$ cat src/rtl/controlpack.sv
// Shared control-path types for the simple-viii core: opcodes, control word,
// sequencer states and instruction field positions.
package controlpack;

  localparam int OP_HI  = 7;
  localparam int OP_LO  = 4;
  localparam int DST_HI = 5;
  localparam int DST_LO = 3;
  localparam int SRC_HI = 2;
  localparam int SRC_LO = 0;

  typedef enum logic [3:0] {
    NOP = 4'h0,
    LDX = 4'h1,
    AOP = 4'h2
  } instructions_e;

  typedef enum logic [3:0] {
    ALUNOP = 4'h0,
    PASS   = 4'h1,
    ADD    = 4'h2,
    SUB    = 4'h3,
    AND    = 4'h4,
    OR     = 4'h5,
    XOR    = 4'h6,
    NOT    = 4'h7
  } alu_op_e;

  typedef enum logic {
    READ  = 1'b0,
    WRITE = 1'b1
  } memory_op_e;

  typedef enum logic [2:0] {
    REG_A         = 3'd0,
    REG_B         = 3'd1,
    REG_ADDR_LOW  = 3'd2,
    REG_ADDR_HIGH = 3'd3,
    REG_C         = 3'd4,
    REG_D         = 3'd5,
    REG_E         = 3'd6,
    REG_F         = 3'd7
  } reg_addr_e;

  typedef enum logic {
    ALU = 1'b0,
    BUS = 1'b1
  } in_source_e;

  typedef enum logic {
    ADDRESS_REGISTER = 1'b0,
    CONTROL_ADDRESS  = 1'b1
  } address_source_sel_e;

  typedef enum logic [2:0] {
    IR_NOP  = 3'd0,
    INC     = 3'd1,
    DEC     = 3'd2,
    LOAD_LO = 3'd3,
    LOAD_HI = 3'd4
  } address_reg_op_e;

  typedef struct packed {
    logic carry;
    logic zero;
  } alu_flag_t;

  typedef enum logic [2:0] {
    RESET   = 3'd0,
    FETCH   = 3'd1,
    DECODE  = 3'd2,
    OPERAND = 3'd3,
    EXEC    = 3'd4,
    HALTED  = 3'd5
  } seq_state_e;

  // 21 bits; the two trailing strobes belong to other datapath blocks and stay low here.
  typedef struct packed {
    alu_op_e    alu_op;
    memory_op_e memory_op;
    reg_addr_e  ControlSelReg1xD;
    reg_addr_e  ControlSelReg2xD;
    reg_addr_e  ControlSelInxD;
    in_source_e SelInSourcexS;
    logic       next_instr;
    logic       control_unit_load;
    logic       reset;
    logic       halt;
    logic       addr_reg_load;
    logic       out_en;
  } control_word_t;

  localparam control_word_t CW_IDLE = '{
    alu_op:            ALUNOP,
    memory_op:         READ,
    ControlSelReg1xD:  REG_A,
    ControlSelReg2xD:  REG_A,
    ControlSelInxD:    REG_A,
    SelInSourcexS:     ALU,
    next_instr:        1'b0,
    control_unit_load: 1'b0,
    reset:             1'b0,
    halt:              1'b0,
    addr_reg_load:     1'b0,
    out_en:            1'b0
  };

endpackage

$ cat src/rtl/instr_decode.sv
// Combinational opcode classifier for the instruction register.
// An AOP whose ALU selector lies beyond NOT counts as illegal, not as AOP.
module instr_decode
  import controlpack::*;
(
  input  logic [7:0] ir,
  output logic       is_nop,
  output logic       is_ldx,
  output logic       is_aop,
  output logic       illegal
);

  logic [3:0] opcode;

  always_comb begin
    opcode  = ir[OP_HI:OP_LO];
    is_nop  = (opcode == NOP);
    is_ldx  = (opcode == LDX);
    is_aop  = (opcode == AOP) && (ir[3:0] <= NOT);
    illegal = !(is_nop || is_ldx || is_aop);
  end

endmodule

$ cat src/rtl/micro_sequencer.sv
// Instruction sequencer: fetches opcode/operand bytes and emits one control word per cycle.
// Outputs depend only on state, IR, OPR and data_valid_i, never on data_i.
module micro_sequencer
  import controlpack::*;
#(
  parameter int DATA_W = 8
) (
  input  logic                clk,
  input  logic                rst_n,
  input  logic [DATA_W-1:0]   data_i,
  input  logic                data_valid_i,
  input  alu_flag_t           flags_i,
  output control_word_t       cw_o,
  output address_source_sel_e addr_src_o,
  output address_reg_op_e     pc_op_o,
  output logic                reg_we_o,
  output alu_flag_t           flags_o,
  output logic                halted_o
);

  seq_state_e state;
  logic [7:0] ir;
  logic [DST_HI:SRC_LO] opr;
  logic is_nop, is_ldx, is_aop, illegal;

  instr_decode u_decode (
    .ir      (ir),
    .is_nop  (is_nop),
    .is_ldx  (is_ldx),
    .is_aop  (is_aop),
    .illegal (illegal)
  );

  always_ff @(posedge clk or negedge rst_n) begin
    if (!rst_n) begin
      state   <= RESET;
      ir      <= '0;
      opr     <= '0;
      flags_o <= '0;
    end else begin
      case (state)
        RESET: state <= FETCH;
        FETCH: begin
          if (data_valid_i) begin
            ir    <= data_i[7:0];
            state <= DECODE;
          end
        end
        DECODE: begin
          if (is_nop)       state <= FETCH;
          else if (illegal) state <= HALTED;
          else              state <= OPERAND;
        end
        OPERAND: begin
          if (data_valid_i) begin
            if (is_aop) begin
              opr   <= data_i[DST_HI:SRC_LO];
              state <= EXEC;
            end else begin
              state <= FETCH;
            end
          end
        end
        EXEC: begin
          flags_o <= flags_i;
          state   <= FETCH;
        end
        HALTED:  state <= HALTED;
        default: state <= HALTED;
      endcase
    end
  end

  // The byte-accept strobes follow data_valid_i in the same cycle, so memory
  // latency adds exactly one cycle per wait.
  always_comb begin
    cw_o       = CW_IDLE;
    addr_src_o = ADDRESS_REGISTER;
    pc_op_o    = IR_NOP;
    reg_we_o   = 1'b0;
    halted_o   = 1'b0;
    case (state)
      RESET: cw_o.reset = 1'b1;
      FETCH: begin
        addr_src_o     = CONTROL_ADDRESS;
        cw_o.memory_op = READ;
        if (data_valid_i) begin
          cw_o.control_unit_load = 1'b1;
          pc_op_o                = INC;
        end
      end
      DECODE: cw_o.next_instr = is_nop;
      OPERAND: begin
        addr_src_o     = CONTROL_ADDRESS;
        cw_o.memory_op = READ;
        if (data_valid_i) begin
          pc_op_o = INC;
          if (is_ldx) begin
            cw_o.ControlSelInxD = reg_addr_e'(ir[SRC_HI:SRC_LO]);
            cw_o.SelInSourcexS  = BUS;
            cw_o.next_instr     = 1'b1;
            reg_we_o            = 1'b1;
          end
        end
      end
      EXEC: begin
        cw_o.alu_op           = alu_op_e'(ir[3:0]);
        cw_o.ControlSelReg1xD = reg_addr_e'(opr[DST_HI:DST_LO]);
        cw_o.ControlSelReg2xD = reg_addr_e'(opr[SRC_HI:SRC_LO]);
        cw_o.ControlSelInxD   = reg_addr_e'(opr[DST_HI:DST_LO]);
        cw_o.SelInSourcexS    = ALU;
        cw_o.next_instr       = 1'b1;
        reg_we_o              = (ir[3:0] != ALUNOP);
      end
      HALTED: begin
        cw_o.halt = 1'b1;
        halted_o  = 1'b1;
      end
      default: cw_o = CW_IDLE;
    endcase
  end

endmodule

$ cat config.mk
export PLATFORM = sky130hd
export DESIGN_NAME = micro_sequencer
export DESIGN_NICKNAME = d
export VERILOG_FILES = /design/src/rtl/controlpack.sv /design/src/rtl/instr_decode.sv /design/src/rtl/micro_sequencer.sv
export SDC_FILE = /design/constraint.sdc
export NUM_CORES = 1
export LEC_CHECK = 0
export ABC_CLOCK_PERIOD_IN_PS = 2500
export BUFFER_PORTS_ARGS = -buffer_cell sky130_fd_sc_hd__buf_2
export CAP_MARGIN = 40
export CELL_PAD_IN_SITES_DETAIL_PLACEMENT = 0
export CELL_PAD_IN_SITES_GLOBAL_PLACEMENT = 2
export CORE_AREA = 10 10 70 72
export DETAILED_ROUTE_END_ITERATION = 12
export DIE_AREA = 0 0 80 82
export PLACE_DENSITY_LB_ADDON = 0.2
export SETUP_SLACK_MARGIN = 0.05
export SYNTH_ARGS = -nofsm -noshare
export SYNTH_HDL_FRONTEND = slang
export SYNTH_SLANG_ARGS = --single-unit
$ cat constraint.sdc
create_clock -name clk -period 2.5 [get_ports clk]
set_input_delay 0.75 -clock clk [delete_from_list [all_inputs] [get_ports clk]]
set_output_delay 0.75 -clock clk [all_outputs]
set_load 0.01 [all_outputs]
---- Yosys cells after proc, flatten, opt, wreduce, memory -nomap -nowiden ----
Index checks and enable logic that the tools add are counted.
word-level totals
  bits in read-only memories .............. 0
  bits in writable memories ............... 0
  input bits .............................. 13
  flip-flop bits (word level) ............. 19
  output and inout port bits .............. 29
  word-level logic and storage cells ...... 48
  memories ................................ 0
  bits in latches ......................... 0
operators by class
  divide/modulo/power cells ............... 0
  mux-type cells .......................... 22
  add/sub/neg operators ................... 0
  eq/ne operators ......................... 9
  multiply operators ...................... 0
  bitwise logic cells ..................... 0
  magnitude comparators ................... 1
  reduce and logical (&&, ||, !) cells .... 11
  shifts and indexed selects .............. 0
operators by type and width
  operator              number
  $mux W3               5
  $pmux W3 S4           1
  $mux W5               2
  $mux W1               9
  $pmux W4 S2           1
  $eq A3 B2 Y1 const B  2
  $eq A3 B3 Y1 const B  2
  $mux W6               1
  $eq A4 B1 Y1 const B  1
  $eq A4 B2 Y1 const B  1
  $le A4 B3 Y1 const B  1
  $logic_not A4 Y1      1
  $mux W4               1
  $ne A2 B2 Y1 const B  2
  $reduce_and A2 Y1     2
  $reduce_bool A4 Y1    1
  $reduce_or A2 Y1      2
  $eq A3 B1 Y1 const B  1
  $logic_not A3 Y1      1
  $pmux W1 S3           1
  $reduce_and A3 Y1     1
  $logic_or A1 B1 Y1    2
  $pmux W1 S2           1
  $logic_and A1 B1 Y1   1

---- Logic depth before layout (Yosys ltp) ----
Gate-level depths: netlist of run 1.
  word-level depth ........................ 6
  depth in mapped cells ................... 5
  depth with buffers taken out ............ 4

---- Modules after synthesis ----
A second synthesis of run 1 with hierarchy kept.
second synthesis, totals
  cells, all modules ...................... 93
  area, all modules ....................... 1041.0 um^2
modules (own cells, without submodules)
  module           area an instance (um^2)  instances  cells an instance  seq. area each (um^2)
  micro_sequencer  991.0                    1          86                 475.5
  instr_decode     50.0                     1          7                  0.0

---- Worst setup path before layout of run 1 ----
No wires, ideal clock.
  kind .................................... register to output
  from .................................... register ir[5]
  to ...................................... output cw_o[7] (netlist name)
  data arrival time ....................... 1.265 ns
  setup slack ............................. 0.485 ns
  stages on the path, launching flop included .. 4
  data required time ...................... 1.750 ns
  buffers on the path ..................... 0
  cell sequence ........................... dfrtp_1 -> or3_1 -> nor3_4 -> a21o_1
RTL lines
  what                    line                   source
  from (decl)             micro_sequencer.sv:22  logic [7:0] ir;
  from (signal assigned)  micro_sequencer.sv:45  ir <= data_i[7:0];
  to (decl)               micro_sequencer.sv:13  output control_word_t cw_o,

==> metrics.md, run 1 <==
| Metric | Value |
|---|---|
| Starting Density | `29.3%` |
| Maximum clock path buffer count | `2` |
| CTS tree | `built` |
| PwrDens | `between 1000 and 1500 nW/um^2` |
| Number of port buffers | `36` |
| Initial DRC Count | `27` |
| GPL Wtd Cong | `0.804` |
| Final wirelength | `2530 um` |
| Hold-fix buffers, CTS | `0` |
| Area grow syn2layout | `25.3%` |
| Combinational share of power | `45.0%` |
| Area of the mapped netlist | `roughly 1000 um^2` |
| First-pass GRT wire length | `4040 um` |
| Sequential Power Share | `a little over two fifths` |
| Largest net degree at the start of global routing | `20` |
| Max H-tree Level | `1` |
| Clock power frac | `between 10% and 20%` |
| Largest family of logic cells by synthesized area | `simple AND/OR/NAND/NOR gates` |
| Dominant cell type by area after synthesis | `dfrtp_1` |
| Netlist cell types | `32` |
| Antenna violations before repair | `0` |
| WP data required | `between 1.5 and 2 ns` |
| Most used DFF post-synth | `dfrtp_1` |
| Worst-path clk slew | `0.11 ns` |
| Fin crit share | `between 90% and 100%` |
| CORE AREA | `3580 um^2` |
| Setup Viol. Count Final | `0` |
| ANT cells | `0` |
| Die Ht | `around 80 um` |
| Sw frac | `38.6%` |
| GRT Overall Usage | `7.90%` |
| Mux cell area share after synthesis | `17.2%` |
| Share of layout cells above drive strength 1 | `between 50% and 60%` |
| CTS Buf Count | `3` |
| I/O pin count | `42` |
| Post-route cell area | `between 1000 and 1500 um^2` |
| Crit path buffers/inverters | `1` |
| Pint | `0.821 mW` |
| Nets | `about 140` |
| EDFF count, synth | `0` |
| Critical Path, Cell by Cell | `or3_4, nor3_4, a21o_1, buf_2` |
| Post-Synth Adder-Cell Area | `0%` |
| Final core occ | `between 30% and 40%` |
| Final HPWL DP | `2040 um` |
| Leakage power | `~0.7 nW` |
| Sequential-to-total area share from yosys stat | `between 40 and 50%` |
| Synth top area cells | `dfrtp_1 (45%), mux2_2 (17%), and2_1 (6.0%)` |
| Synth Area in Compound Gates | `under 10%` |
| Total grt overflow | `0` |
| Seq cells post-synth | `19` |
| Final worst slack | `0.0883 ns` |
| Vias in the first global route | `about 800` |
| Mapped Cells | `89` |
| # rows | `22` |
| Power after layout | `roughly 1.3 mW` |
| Min cycle time layout | `~2.4 ns` |
| DR WL/cell | `14.3 um` |
| Final ANT Viol Nets | `0` |
| Clock Skews | `between 0.007 and 0.008 ns` |
| Placed cell areas | `1260 um^2` |
| Die X | `80 um` |
| Post-synthesis simple-gate area fraction | `20.9%` |
| Number of max-cap violations | `0` |
| Area share of xor/xnor cells in the synthesized design | `less than 1%` |
| Clk sinks | `19` |
| Clock latency on the worst-skew pair | `around 0.29 ns` |
| Synth warnings | `0` |
| Non-Filler Instances | `177` |
| Setup TNS | `0 ns` |
| Final slew viol count | `0` |
| Status | `finished, final reports clean` |
| Vias/cell | `~4.4` |
| Syn Area/Cell | `11.8 um^2` |
| Remaining DRCs | `0` |
| Vias | `~770` |
| Hold crit path type | `input pin to async pin` |
| RSZ-0062 raised after global routing | `yes` |
| Full die area | `roughly 6600 um^2` |
| Worst Path Arrival | `approximately 1.7 ns` |
| Yosys top cell area share | `about 45%` |
| Crit-path max FO | `5` |
| Net Sw Power | `0.516 mW` |
| Crit path capture type | `output port` |
| Crit-path max cell delay | `0.42 ns` |
| Hold Slack | `approximately 0.38 ns` |
| Peak VDD IR | `a little over 0.3 mV` |
| Placed cells | `between 150 and 200` |
| Pre-antenna DRT Iters | `4` |
| F_max | `415 MHz` |
| Async SR Flop Fraction | `between 90% and 100%` |
| Critical Path Slowest Stage Cell | `dfrtp_1` |
| DP Worst Slack | `about 0.22 ns` |
| Clock root buffer master | `clkbuf_4` |
| Top delay family on crit path | `simple AND/OR/NAND/NOR gates` |
| Path type of the worst setup path | `flip-flop to output port` |
| Final Hold Viols | `0` |
| Crit path launch type | `flip-flop` |
## routing by layer
layer	vias to the layer above	track usage (%)	wire length (um)
met3	2	2.62	171
met4	0	3.70	17
met1	365	9.74	1140
met2	21	12.2	1200
li1	385	-	-
met5	-	0	0
## placed cells by master, fill, tap and decap left out
cell type	synthesis	layout
a21o_1	3	3
a21oi_1	1	1
a2bb2oi_1	1	1
a31o_2	1	1
a31oi_1	1	1
and2_1	10	10
and3_1	1	1
buf_2	1	35
buf_4	8	5
buf_6	0	1
clkbuf_1	0	1
clkbuf_4	0	3
conb_1	1	5
dfrtp_1	19	19
inv_1	2	2
inv_2	1	1
mux2_2	16	16
nand2_1	2	2
nand2b_1	2	2
nand3_1	1	1
nand3b_4	1	1
nand4_1	1	1
nand4_4	1	1
nor2_1	2	2
nor2_4	1	1
nor2b_1	1	1
nor3_1	1	1
nor3_4	1	1
nor3b_2	2	2
o2111ai_1	1	1
o21ai_0	2	2
o31ai_1	1	1
o41ai_1	1	1
or3_4	0	1
xor2_1	1	1
## cell usage after synthesis, drive strengths merged, types with 2 or more instances
library cell,number
a21o,3
nand2,2
buf,9
dfrtp,19
mux2,16
and2,10
nor3b,2
nor3,2
nand2b,2
o21ai,2
nand4,2
nor2,3
inv,3
## cell type report
cell class | count | area [um^2]
multi-input cells | 62 | 518
flip-flops and latches | 19 | 475
inverters | 3 | 11.3
clock buffers | 4 | 26.3
well taps | 48 | 60.1
repair buffers | 41 | 224
fillers | 394 | 2260
## state kept, by name (all words and copies together), names as in the netlist
name / count
ir: 8
opr: 6
state: 3
flags_o: 2
## cell families (layout without fill, tap and decap cells)
kind of cell | Yosys count | after routing
buf+inv | 12 | 48
simple gates | 28 | 28
xor+xnor | 1 | 1
mux | 16 | 16
other cells | 1 | 5
compound gates | 12 | 12
flops | 19 | 19
## power by group through the flow
stage          logic, mW  clock network (mW)  registers [mW]
3_3_place_gp       0.583                   0           0.588
6_report           0.602               0.153           0.582
3_5_place_dp       0.584                   0           0.592
2_1_floorplan      0.456                   0           0.537
4_1_cts            0.585               0.165           0.586
5_1_grt            0.671               0.179           0.609
## path summary, 6_finish.rpt
check / startpoint / to / slack, ns / depth (start not counted)
worst min-delay path: rst_n / opr[4]$_DFFE_PN0P_ / 0.38 / 1
worst max register to register: ir[5]$_DFFE_PN0P_ / opr[2]$_DFFE_PN0P_ / 1.04 / 4
max in group asynchronous: rst_n / flags_o[1]$_DFFE_PN0N_ / 1.80 / 1
worst max-delay path: ir[5]$_DFFE_PN0P_ / cw_o[7] / 0.09 / 4
min in group clk: opr[1]$_DFFE_PN0P_ / opr[1]$_DFFE_PN0P_ / 0.51 / 1
worst min register to register: opr[1]$_DFFE_PN0P_ / opr[1]$_DFFE_PN0P_ / 0.51 / 1
## repair_timing
item                       4_1_cts  5_1_grt
setup buffers                    0        2
setup endpoints to repair        4        4
resized for setup                0        2
pin swaps                        1        4
Note: power is estimated with default switching activity, not from simulation.
==> run 2, diff against run 1 <==
CTS_BUF_LIST = sky130_fd_sc_hd__clkbuf_8 sky130_fd_sc_hd__clkbuf_16   (was not set)
==> run 2 against run 1 <==
Count of clock-buffer cells in the layout decreased by 1. Sequential power about the same. Global-route usage unchanged. Cell count shrank 1.1%. Clock skew shrank 0.0046 ns. Total power increased by 2.3%. Final area is 0.19% lower. Hold slack improved by 0.046 ns. First-iteration DRC count increased by 33%.
==> metrics.md, run 2 (synthesis results as in run 1) <==
| Metric | Value |
|---|---|
| Largest net degree at the start of global routing | `20 (unchanged)` |
| Placed cell areas | `1260 um^2 (unchanged)` |
| Power after layout | `1.37 mW (+2.3%)` |
| Pre-antenna DRT Iters | `4 (unchanged)` |
| DP Worst Slack | `0.224 ns (unchanged)` |
| Commonest cells after routing, fill and taps aside | `buf_2 (36), dfrtp_1 (19), mux2_2 (16)` |
| Status | `finished, final reports clean` |
| Leakage power | `0.705 nW (+0.23%)` |
| Vias | `766 (-0.91%)` |
| Die X | `80 um (unchanged)` |
| Crit-path max FO | `5 (unchanged)` |
| CTS tree | `built` |
| F_max | `431 MHz (+4.0%)` |
| Worst Path Arrival | `1.57 ns (-0.09 ns)` |
| Final HPWL DP | `2040 um (unchanged)` |
| Die Ht | `82 um (unchanged)` |
| Final core occ | `36.7% (-0.070 points)` |
| Starting Density | `29.3% (unchanged)` |
| GPL Wtd Cong | `0.804 (unchanged)` |
| Area grow syn2layout | `25.0%` |
| Hold-fix buffers, CTS | `0 (unchanged)` |
| Crit path launch type | `flip-flop` |
| Number of max-cap violations | `0 (unchanged)` |
| Critical Path Slowest Stage Cell | `or3_4` |
| CTS Buf Count | `3 (unchanged)` |
| Hold Slack | `0.431 ns (+0.0462 ns)` |
| Initial DRC Count | `36 (+33%)` |
| First-pass GRT wire length | `4050 um (+0.35%)` |
| Post-route cell area | `1310 um^2 (-0.19%)` |
| Final slew viol count | `0 (unchanged)` |
| Clock Skews | `0.00256 ns (-0.00458 ns)` |
| Final ANT Viol Nets | `0 (unchanged)` |
| PwrDens | `1040 nW/um^2 (+2.5%)` |
| WP data required | `1.75 ns (about the same)` |
| Antenna violations before repair | `0 (unchanged)` |
| # rows | `22 (unchanged)` |
| ANT cells | `0 (unchanged)` |
| RSZ-0062 raised after global routing | `no` |
| Vias in the first global route | `796 (+1.4%)` |
| Worst-path clk slew | `0.07 ns (-0.04 ns)` |
| Share of layout cells above drive strength 1 | `52.8% (-0.73 points)` |
| Max H-tree Level | `1 (unchanged)` |
| Max reg flops | `8 (unchanged)` |
| Fin crit share | `92.7% (-3.7 points)` |
| Commonest non-fill, non-tap cell in the layout | `buf_2` |
| Final wirelength | `2510 um (-0.83%)` |
| Clk sinks | `19 (unchanged)` |
| DR WL/cell | `14.3 um (+0.30%)` |
| Non-Filler Instances | `175 (-1.1%)` |
| Largest register by flop count | `ir` |
| Clock latency on the worst-skew pair | `0.25 ns (-0.04 ns)` |
| Min cycle time layout | `2.32 ns (-0.0937 ns)` |
| Number of port buffers | `36 (unchanged)` |
| Path type of the worst setup path | `flip-flop to output port` |
| Full die area | `6560 um^2 (unchanged)` |
| Final worst slack | `0.182 ns (+0.0937 ns)` |
| Setup Viol. Count Final | `0 (unchanged)` |
| Placed cells | `171 (unchanged)` |
| Largest regs | `ir x8, opr x6, state x3` |
| Setup TNS | `0 ns (unchanged)` |
| Crit-path max cell delay | `0.42 ns (about the same)` |
| Clock root buffer master | `clkbuf_8` |
| Post-CTS setup buffers | `0 (unchanged)` |
| Final Hold Viols | `0 (unchanged)` |
| Hold crit path type | `input pin to async pin` |
| Peak VDD IR | `0.314 mV (+4.1%)` |
| Maximum clock path buffer count | `2 (unchanged)` |
| Vias/cell | `4.38 (+0.23%)` |
| Remaining DRCs | `0 (unchanged)` |
| I/O pin count | `42 (unchanged)` |
| Nets | `141 (-1.4%)` |
| Crit path capture type | `output port` |
| Critical Path, Cell by Cell | `or3_4, nor3_4, a21o_1, buf_2` |
| Total grt overflow | `0 (unchanged)` |
| CORE AREA | `3580 um^2 (unchanged)` |
| GRT Overall Usage | `7.90% (unchanged)` |
==> run 2: final cells by class <==
type / count / area [um^2]
clock inverter: 1 / 3.75
inverter: 3 / 11.3
timing repair buffer: 39 / 203
tap: 48 / 60.1
sequential: 19 / 475
multi-input combinational: 62 / 518
fill: 397 / 2270
clock buffer: 3 / 41.3
==> run 2: worst paths after layout <==
check | startpoint | endpoint | slack [ns] | cells past startpoint
worst max-delay path | ir[5]$_DFFE_PN0P_ | cw_o[9] | 0.18 | 4
min in group clk | flags_o[0]$_DFFE_PN0N_ | flags_o[0]$_DFFE_PN0N_ | 0.50 | 1
worst min-delay path | rst_n | opr[1]$_DFFE_PN0P_ | 0.43 | 1
max in group asynchronous | rst_n | ir[0]$_DFFE_PN0P_ | 1.76 | 1
worst max register to register | ir[4]$_DFFE_PN0P_ | opr[2]$_DFFE_PN0P_ | 1.06 | 3
worst min register to register | flags_o[0]$_DFFE_PN0N_ | flags_o[0]$_DFFE_PN0N_ | 0.50 | 1
==> run 2: per-layer routing <==
metal  part of all wire [%]  up-vias  global-route usage, %  routed length [um]
met5                      0        -                      0                   0
met4                    1.2        0                   3.70                  29
met3                    6.9        4                   2.62                 173
met2                     48       23                   12.3                1200
met1                     44      361                   9.68                1110
li1                       -      378                      -                   -
==> run 2: power by group <==
group	internal [mW]	leakage, nW	switching [mW]	total [mW]
clock network	0.109	0.0269	0.0974	0.207
logic	0.297	0.443	0.279	0.576
registers	0.445	0.235	0.141	0.585
total	0.850	0.705	0.518	1.37
==> run 2: worst max-delay path, delay by kind of cell, from the launching register on <==
kind | cells | cell delay [ns]
AND/OR/NAND/NOR | 2 | 0.63
flip-flops | 1 | 0.41
AO/OA/AOI/OAI | 1 | 0.15
buffers and inverters | 1 | 0.12
==> run 2: what timing repair did <==
action                                  in CTS  in global routing
gates resized for setup                      0                  1
hold endpoints to repair                     0                  0
endpoints found under the setup margin       0                  4
==> run 3, diff against run 2 <==
ABC_CLOCK_PERIOD_IN_PS = 1900   (was 2500)
CORE_AREA = 10 10 75 77   (was 10 10 70 72)
DIE_AREA = 0 0 85 87   (was 0 0 80 82)
clock period = 1.9 ns   (was 2.5 ns; I/O delays follow)
==> run 3 against run 2 <==
The flow now finishes with violations (negative setup slack). Combinational power is 93% higher. Critical path depth stayed put. Sequential power is 26% higher. Total power is 55% higher. First-iteration DRC count is 69% higher. Register-to-register slack worse by 0.69 ns. Clock skew is 0.0017 ns lower. Die area is 13% higher. Final area is 15% higher. Via count is 11% higher. Critical endpoint is now cw_o[8]. Highest routed layer unchanged.
==> metrics.md, run 3 (synthesis results as in run 1) <==
| Metric | Value |
|---|---|
| Reg2Reg Depth | `6 (+3)` |
| Power after layout | `2.12 mW (+55%)` |
| Antenna violations before repair | `0 (unchanged)` |
| DP Worst Slack | `-0.0230 ns (-0.247 ns)` |
| F_max | `479 MHz` |
| Crit path buffers/inverters | `1 (unchanged)` |
| WP data required | `1.33 ns (-0.42 ns)` |
| CTS Buf Count | `3 (unchanged)` |
| Placed cells | `183 (+7.0%)` |
| Maximum clock path buffer count | `2 (unchanged)` |
| Pre-antenna DRT Iters | `4 (unchanged)` |
| Vias in the first global route | `924 (+16%)` |
| Nets | `152 (+7.8%)` |
| Final wirelength | `2820 um (+12%)` |
| Max reg flops | `8 (unchanged)` |
| Largest register by flop count | `ir` |
| GRT Overall Usage | `7.81% (-0.085 points)` |
| Worst Path Arrival | `1.52 ns (-0.05 ns)` |
| Full die area | `7400 um^2 (+13%)` |
| Critical Path Slowest Stage Cell | `or3_4` |
| Share of layout cells above drive strength 1 | `61.6% (+8.8 points)` |
| FF-to-FF Start | `state[0]$_DFFE_PN0P_` |
| Non-Filler Instances | `190 (+8.6%)` |
| CTS tree | `built` |
| Clock Skews | `0.000824 ns (-0.00173 ns)` |
| Hold-fix buffers, CTS | `0 (unchanged)` |
| Final slew viol count | `0 (unchanged)` |
| Setup Viol. Count Final | `15 (+15)` |
| Crit path capture type | `output port` |
| Hold crit path type | `input pin to async pin` |
| DR WL/cell | `14.8 um (+3.5%)` |
| Starting Density | `24.8% (-4.5 points)` |
| Largest net degree at the start of global routing | `20 (unchanged)` |
| Path type of the worst setup path | `flip-flop to output port` |
| Worst reg2reg endpoint | `ir[3]$_DFFE_PN0P_` |
| Area grow syn2layout | `44.3%` |
| Peak VDD IR | `0.447 mV (+42%)` |
| Crit-path max cell delay | `0.41 ns (about the same)` |
| Reg2Reg Setup Slack | `0.37 ns (-0.69 ns)` |
| Status | `finished, violations left` |
| Final Hold Viols | `0 (unchanged)` |
| Failing checks | `negative setup slack` |
| Sequential cell area | `477 um^2 (+0.26%)` |
| Worst-path clk slew | `0.07 ns (about the same)` |
| Remaining DRCs | `0 (unchanged)` |
| CORE AREA | `4230 um^2 (+18%)` |
| Top delay family on crit path | `simple AND/OR/NAND/NOR gates` |
| Final core occ | `35.8% (-0.89 points)` |
| Commonest cells after routing, fill and taps aside | `buf_2 (28), dfrtp_1 (18), mux2_2 (16)` |
| Multi-input logic area | `556 um^2 (+7.2%)` |
| Crit-path max FO | `5 (unchanged)` |
| Commonest non-fill, non-tap cell in the layout | `buf_2` |
| PwrDens | `1400 nW/um^2 (+34%)` |
| Number of port buffers | `36 (unchanged)` |
| RSZ-0062 raised after global routing | `yes` |
| Clock latency on the worst-skew pair | `0.25 ns (about the same)` |
| Vias/cell | `4.47 (+2.1%)` |
| Hold Slack | `0.254 ns (-0.177 ns)` |
| Clk sinks | `19 (unchanged)` |
| # fillers | `427 (+7.6%)` |
| Clock root buffer master | `clkbuf_8` |
| Number of max-cap violations | `0 (unchanged)` |
| Leakage power | `0.786 nW (+12%)` |
| ANT cells | `0 (unchanged)` |
| GPL Wtd Cong | `0.816 (+1.4%)` |
| # rows | `24 (+9.1%)` |
| Min cycle time layout | `~2.1 ns` |
| Final HPWL DP | `2270 um (+11%)` |
| I/O pin count | `42 (unchanged)` |
| Crit path launch type | `flip-flop` |
| Final ANT Viol Nets | `0 (unchanged)` |
| Die X | `85 um (+6.3%)` |
| First-pass GRT wire length | `4730 um (+17%)` |
| Vias | `849 (+11%)` |
| Final worst slack | `-0.189 ns (-0.371 ns)` |
| Critical Path, Cell by Cell | `or3_4, nor3_4, a21o_1, buf_6` |
| Max H-tree Level | `1 (unchanged)` |
| Die Ht | `87 um (+6.1%)` |
| Largest regs | `ir x8, opr x6, state x3` |
| Initial DRC Count | `61 (+69%)` |
| Total grt overflow | `0 (unchanged)` |
| Fin crit share | `110%` |
## run 3: cell types whose count changed in the layout (fill, tap and decap cells not counted), sizes merged
cell,change
buf,+11
## run 3: where the power goes
part / leakage [nW] / total (mW) / switching, mW / internal, mW
registers: 0.234 / 0.735 / 0.148 / 0.587
clock network: 0.0269 / 0.275 / 0.132 / 0.143
logic: 0.525 / 1.11 / 0.501 / 0.610
## run 3: worst max-delay path by stage
stage	startpoint	to	slack, ns	depth (start not counted)
2_1_floorplan	ir[5]$_DFFE_PN0P_	cw_o[7]	0.06	3
3_3_place_gp	ir[5]$_DFFE_PN0P_	cw_o[9]	0.005	4
3_5_place_dp	ir[5]$_DFFE_PN0P_	cw_o[8]	-0.02	4
4_1_cts	ir[5]$_DFFE_PN0P_	cw_o[8]	-0.21	4
5_1_grt	ir[5]$_DFFE_PN0P_	cw_o[7]	-0.28	4
6_report	ir[5]$_DFFE_PN0P_	cw_o[8]	-0.19	4
## run 3: layout make-up
cell class / instances / share of cell area (%)
Timing Repair Buffer: 50 / 23.7
Tap cell: 52 / 4.29
Clock inverter: 1 / 0.248
Clock buffer: 3 / 2.73
Multi-Input combinational cell: 62 / 36.7
Inverter: 3 / 0.908
Sequential cell: 19 / 31.5
## run 3: timing repair
action / CTS / global route
pin swaps: 3 / 2
setup buffers: 0 / 3
gates resized for setup: 7 / 18
setup endpoints to repair: 18 / 20
## run 3: through the flow
stage | TNS (ns) | area (um^2)
3_3_place_gp | 0 | 1340
3_5_place_dp | -0.0499 | 1340
2_1_floorplan | 0 | 1060
5_1_grt | -2.30 | 1520
6_report | -1.10 | 1520
4_1_cts | -1.46 | 1420
## run 3: metal layers
metal | track usage [%] | wire (um) | vias to the layer above
met5 | 0 | 0 | -
met4 | 3.14 | 44 | 0
met3 | 2.43 | 185 | 4
met2 | 12.9 | 1390 | 34
met1 | 9.18 | 1200 | 407
li1 | - | - | 404
